`src/rtl/switch_level_inv_tester.sv`:
```
// switch_level_inv_tester
// Drives a single-input inverter cell from a deterministic pattern stream,
// waits a programmable settle time, samples the cell output and checks
// that y is the complement of a. Pass/fail statistics accumulate per run.
module switch_level_inv_tester #(
  parameter int          N_VEC      = 16,
  parameter int          SETTLE_CYC = 2,
  parameter int          CNT_W      = 8,
  parameter logic [7:0]  LFSR_SEED  = 8'hA5
) (
  input  logic             clk,
  input  logic             rst,
  input  logic             start,
  input  logic             mode,
  output logic             dut_a,
  input  logic             dut_y,
  output logic             busy,
  output logic             done,
  output logic             pass,
  output logic [CNT_W-1:0] vec_count,
  output logic [CNT_W-1:0] err_count,
  output logic [CNT_W-1:0] first_fail_idx
);

  // Settle counter only needs to hold SETTLE_CYC-1.
  localparam int SET_W = (SETTLE_CYC > 1) ? $clog2(SETTLE_CYC) : 1;

  typedef enum logic [2:0] {
    ST_IDLE   = 3'd0,
    ST_DRIVE  = 3'd1,
    ST_SETTLE = 3'd2,
    ST_SAMPLE = 3'd3,
    ST_DONE   = 3'd4
  } state_t;

  state_t             state_q, state_d;
  logic               mode_q, mode_d;
  logic [7:0]         lfsr_q, lfsr_d;
  logic [SET_W-1:0]   set_q, set_d;
  logic               dut_a_q, dut_a_d;
  logic               busy_q, busy_d;
  logic               done_q, done_d;
  logic               pass_q, pass_d;
  logic [CNT_W-1:0]   vec_q, vec_d;
  logic [CNT_W-1:0]   err_q, err_d;
  logic [CNT_W-1:0]   ffi_q, ffi_d;
  logic               lfsr_fb;
  logic               mismatch;

  // Fibonacci feedback for taps 8,6,5,4 (bits 7,5,4,3).
  function automatic logic lfsr_feedback(input logic [7:0] l);
    return l[7] ^ l[5] ^ l[4] ^ l[3];
  endfunction

  // Next-state and datapath decode; every register holds unless a state updates it.
  always_comb begin
    state_d  = state_q;
    mode_d   = mode_q;
    lfsr_d   = lfsr_q;
    set_d    = set_q;
    dut_a_d  = dut_a_q;
    pass_d   = pass_q;
    vec_d    = vec_q;
    err_d    = err_q;
    ffi_d    = ffi_q;
    lfsr_fb  = lfsr_feedback(lfsr_q);
    // Case inequality so an X or Z on the cell output is a failure.
    mismatch = (dut_y !== ~dut_a_q);

    case (state_q)
      ST_IDLE: begin
        if (start) begin
          mode_d  = mode;
          vec_d   = {CNT_W{1'b0}};
          err_d   = {CNT_W{1'b0}};
          ffi_d   = {CNT_W{1'b1}};
          lfsr_d  = LFSR_SEED;
          pass_d  = 1'b0;
          state_d = ST_DRIVE;
        end else begin
          state_d = ST_IDLE;
        end
      end
      ST_DRIVE: begin
        if (mode_q) begin
          dut_a_d = lfsr_q[0];
        end else begin
          dut_a_d = vec_q[0];
        end
        set_d   = SET_W'(SETTLE_CYC - 1);
        state_d = ST_SETTLE;
      end
      ST_SETTLE: begin
        if (set_q == {SET_W{1'b0}}) begin
          state_d = ST_SAMPLE;
        end else begin
          set_d   = set_q - SET_W'(1);
          state_d = ST_SETTLE;
        end
      end
      ST_SAMPLE: begin
        if (mismatch) begin
          if (err_q != {CNT_W{1'b1}}) begin
            err_d = err_q + CNT_W'(1);
          end else begin
            err_d = err_q;
          end
          if (ffi_q == {CNT_W{1'b1}}) begin
            ffi_d = vec_q;
          end else begin
            ffi_d = ffi_q;
          end
        end else begin
          err_d = err_q;
        end
        vec_d  = vec_q + CNT_W'(1);
        lfsr_d = {lfsr_q[6:0], lfsr_fb};
        if (vec_d == CNT_W'(N_VEC)) begin
          // Verdict is registered on entry so it is visible with done.
          pass_d  = (err_d == {CNT_W{1'b0}});
          state_d = ST_DONE;
        end else begin
          state_d = ST_DRIVE;
        end
      end
      ST_DONE: begin
        state_d = ST_IDLE;
      end
      default: begin
        state_d = ST_IDLE;
      end
    endcase

    busy_d = (state_d != ST_IDLE);
    done_d = (state_d == ST_DONE);
  end

  // State and datapath registers with synchronous reset.
  always_ff @(posedge clk) begin
    if (rst) begin
      state_q <= ST_IDLE;
      mode_q  <= 1'b0;
      lfsr_q  <= LFSR_SEED;
      set_q   <= {SET_W{1'b0}};
      dut_a_q <= 1'b0;
      busy_q  <= 1'b0;
      done_q  <= 1'b0;
      pass_q  <= 1'b0;
      vec_q   <= {CNT_W{1'b0}};
      err_q   <= {CNT_W{1'b0}};
      ffi_q   <= {CNT_W{1'b1}};
    end else begin
      state_q <= state_d;
      mode_q  <= mode_d;
      lfsr_q  <= lfsr_d;
      set_q   <= set_d;
      dut_a_q <= dut_a_d;
      busy_q  <= busy_d;
      done_q  <= done_d;
      pass_q  <= pass_d;
      vec_q   <= vec_d;
      err_q   <= err_d;
      ffi_q   <= ffi_d;
    end
  end

  assign dut_a          = dut_a_q;
  assign busy           = busy_q;
  assign done           = done_q;
  assign pass           = pass_q;
  assign vec_count      = vec_q;
  assign err_count      = err_q;
  assign first_fail_idx = ffi_q;

endmodule

```
`config.mk`:
```
export PLATFORM = sky130hd
export DESIGN_NAME = switch_level_inv_tester
export DESIGN_NICKNAME = d
export VERILOG_FILES = /design/src/rtl/switch_level_inv_tester.sv
export SDC_FILE = /design/constraint.sdc
export NUM_CORES = 1
export LEC_CHECK = 0
export CORE_ASPECT_RATIO = 1.75
export CORE_MARGIN = 4
export CORE_UTILIZATION = 55
export DETAILED_ROUTE_END_ITERATION = 8
export GPL_TIMING_DRIVEN = 1
export PLACE_DENSITY_LB_ADDON = 0.25
export SLEW_MARGIN = 20
export SYNTH_ARGS = -nofsm -noshare
export SYNTH_HDL_FRONTEND = slang
export SYNTH_SLANG_ARGS = --single-unit
```
`constraint.sdc`:
```
create_clock -name clk -period 3.7 [get_ports clk]
set_input_delay 0.555 -clock clk [delete_from_list [all_inputs] [get_ports clk]]
set_output_delay 0.555 -clock clk [all_outputs]
set_load 0.05 [all_outputs]
```
==> results.toml <==
[placement]
post-place-ws_ns = 0.938
place.gp.congestion = 0.809
dp_hpwl_um = 3430
dp_cells = 294
io_buffers = 32

[status]
status = "completed"

[drt]
wl_per_cell_um = 16.2
drc = 0
wl_met2_um = 2530
top_layer = "met4"
wl_um = 4870
met3_length_um = 193
ant_nets = 0
num_vias = 1849
drt-initial-drc-count = 49
viasPerCell = 6.14
dr.pass1.iters = 6
wl_met1_um = 2040

[setup_path]
arrival_ns = 2.76
max_stage_delay_ns = 0.74
reg2reg_slack_ns = 1.50
r2r-start = "dut_a"
required_ns = 3.92
cp_num_cells = 5
r2r_end = "err_count[3]"
crit_fanout = 13
worst_r2r_path_depth = 4
worst_path_max_delay_cell = "xnor2_1"
end_kind = "flop"
critPathTopFamily = "XOR/XNOR gates"
critPathBufInv = 1
crit_type = "input port to flop"
crit_start = "dut_y"
path_cells = "clkdlybuf4s50_1 -> xnor2_1 -> o21ai_0 -> or4_1 -> a21oi_1"
start_kind = "input port"

[clock_network]
cts_tree = "done"
ctsHtreeMaxLevel = 2
cts_hold_buffers = 0
cts_setup_buffers = 0
cts-root-buf = "clkbuf_8"
clk_latency_ns = 0.28
clkSlewWorstSetupHoldPaths_ns = 0.07
cts_sinks = 41
cts_resized = 0
cts_made_buffers = 5
clockBufferDepth = 2

[finish]
drive_gt1_frac = 0.0980
fin_util = 0.682
fillers = 320
syn2layout_area_growth_pct = 18.5
multiInputGateArea_sq_um = 1180
final_nets = 263
n_antenna_cell = 0
register_area_sq_um = 821
stdcell_count = 301

[synth]
syn_nets = 242
synth_edf_count = 0
yosys.area_share.simple = 0.231
synth_xor_area_frac = 0.0373
ys_types = 56
synthArstFlopShare = 0
synth-seq-cells = 41
ys.warnings.count = 0
avgSynthCellArea_sq_um = 9.02
ys_seq_area_frac = 0.389
synth_top_cell_by_area = "dfxtp_1"
syn_area_sq_um = 2110
yosys-top-cells-area = "dfxtp_1 (39%), o22ai_2 (4.7%), nor2_1 (3.7%), xnor2_1 (2.9%), a21oi_1 (2.8%)"
ys.flop_type = "dfxtp_1"
synth_top_family_by_area = "compound AO/OA/AOI/OAI gates"
synthAdderAreaFrac = 0.0178
synth_compound_area_frac = 0.242
syn-instance-count = 234
synthMuxAreaShare = 0.0285
synth_top_area_frac = 0.389

[floorplanning]
die_h_um = 90.0
dieArea_sq_um = 4930
rows = 29
coreArea_sq_um = 3660
dieWidth_um = 54.8
io_pins = 33
start_util = 0.576

[sta]
max_freq_ghz = 0.394
rsz0062_at_grt = "no"
finClkSkew_ns = 0.00372
fin_ws_ns = 1.16
finalSetupViolCount = 0
drv_slew = 0
relSlewSlack = 0.388
period_share = 0.685
tns_ns = 0
finalHoldViolations = 0
period_minus_slack_ns = 2.54
tightest_slew_ns = 0.912

[global_routing]
grt_pass1_vias = 1726
grt.overflow.total = 0
grt_usage = 0.212
grt_pass1_wl_um = 7950
grt_max_degree = 32
antenna_found_initial = 0

[hold_path]
hold_depth = 1
holdPathEnd = "lfsr_q[2]"
hp-class = "flop to flop"
hp-start = "lfsr_q[2]"

[pwr]
peakVddDrop_uv = 369
power_density_nw_per_um2 = 389
static-leakage-power_uw = 0.000863

[job]
drv_cap = 0
cells in the mapped netlist, types with 2 or more instances:
| master | count |
|---|---|
| a211oi_1 | 4 |
| a21oi_1 | 12 |
| a22o_1 | 5 |
| a311oi_1 | 4 |
| a31o_2 | 2 |
| a31oi_1 | 3 |
| and3_1 | 4 |
| buf_2 | 9 |
| buf_6 | 2 |
| clkbuf_1 | 7 |
| dfxtp_1 | 41 |
| ha_1 | 3 |
| inv_1 | 2 |
| mux2i_1 | 6 |
| nand2_1 | 10 |
| nand2b_1 | 9 |
| nand3_1 | 8 |
| nand3b_1 | 2 |
| nand4_1 | 8 |
| nor2_1 | 21 |
| nor2b_1 | 2 |
| nor3_1 | 6 |
| o21a_1 | 2 |
| o21ai_0 | 10 |
| o22a_1 | 3 |
| o22ai_2 | 8 |
| o31a_1 | 2 |
| or3_1 | 3 |
| or4_1 | 2 |
| xnor2_1 | 7 |
| xor2_1 | 2 |
area by class of cell:
| class | instances | area share |
|---|---|---|
| Clock buffer | 5 | 0.0275 |
| Clock inverter | 2 | 0.0140 |
| Inverter | 2 | 0.00300 |
| Multi-Input combinational cell | 171 | 0.470 |
| Sequential cell | 41 | 0.328 |
| Tap cell | 46 | 0.0230 |
| Timing Repair Buffer | 34 | 0.134 |
worst max path at each step:
stage	to	slack, ns
3_5_place_dp	err_count[3]	0.94
4_1_cts	err_count[3]	1.22
5_1_grt	err_count[3]	0.91
3_3_place_gp	err_count[3]	0.99
6_report	err_count[3]	1.16
2_1_floorplan	pass	1.61
power by group:
group	total (uW)	internal (uW)	switching, uW
registers	478	457	21.7
clock network	341	196	145
logic	152	59.1	93.2
total	972	712	260
flip-flops by register name, indices dropped and copies added (netlist names):
signal / count
busy: 1
dut_a: 1
mode_q: 1
first_fail_idx: 8
vec_count: 8
err_count: 8
set_q: 1
lfsr_q: 8
done: 1
state_q: 3
pass: 1
cell usage in the layout, fill, tap and decap left out, types with 3 or more instances in the layout:
| cell | instances |
|---|---|
| o22a_1 | 3 |
| and3_1 | 4 |
| mux2i_1 | 6 |
| nand2_1 | 10 |
| xnor2_1 | 7 |
| dfxtp_1 | 41 |
| nand3_1 | 8 |
| a311oi_1 | 4 |
| clkdlybuf4s50_1 | 32 |
| or3_1 | 3 |
| nor3_1 | 6 |
| a21oi_1 | 12 |
| o21ai_0 | 10 |
| nand4_1 | 8 |
| nand2b_1 | 9 |
| clkbuf_8 | 5 |
| o22ai_2 | 8 |
| a22o_1 | 5 |
| a211oi_1 | 4 |
| a31oi_1 | 3 |
| ha_1 | 3 |
| nor2_1 | 21 |
worst register-to-register path: stages (launching register included):
cell and delay, ns:
dfxtp_1 0.36, xnor2_1 0.75, o21ai_0 0.34, or4_1 0.54, a21oi_1 0.14
cell families after synthesis:
kind of cell | count (synthesis)
XOR/XNOR | 9
flip-flops | 41
adder cells (fa/ha/maj) | 3
buffers and inverters | 22
AO/OA/AOI/OAI | 67
multiplexers | 6
AND/OR/NAND/NOR | 86
per-layer routing:
| metal | GRT usage | up-vias |
|---|---|---|
| met5 | 0 | - |
| met2 | 0.341 | 55 |
| li1 | - | 911 |
| met1 | 0.259 | 873 |
| met4 | 0.0936 | 0 |
| met3 | 0.0414 | 10 |
through the flow:
step                instance area, sq um  hold slack (ns)  power (uW)
global route                        2500            0.515        1010
global placement                    2400            0.446         637
floorplan                           2110            0.437         605
CTS                                 2500            0.479         979
finish                              2500            0.474         972
detailed placement                  2400            0.461         640
Power figures use the tool's default switching activity.
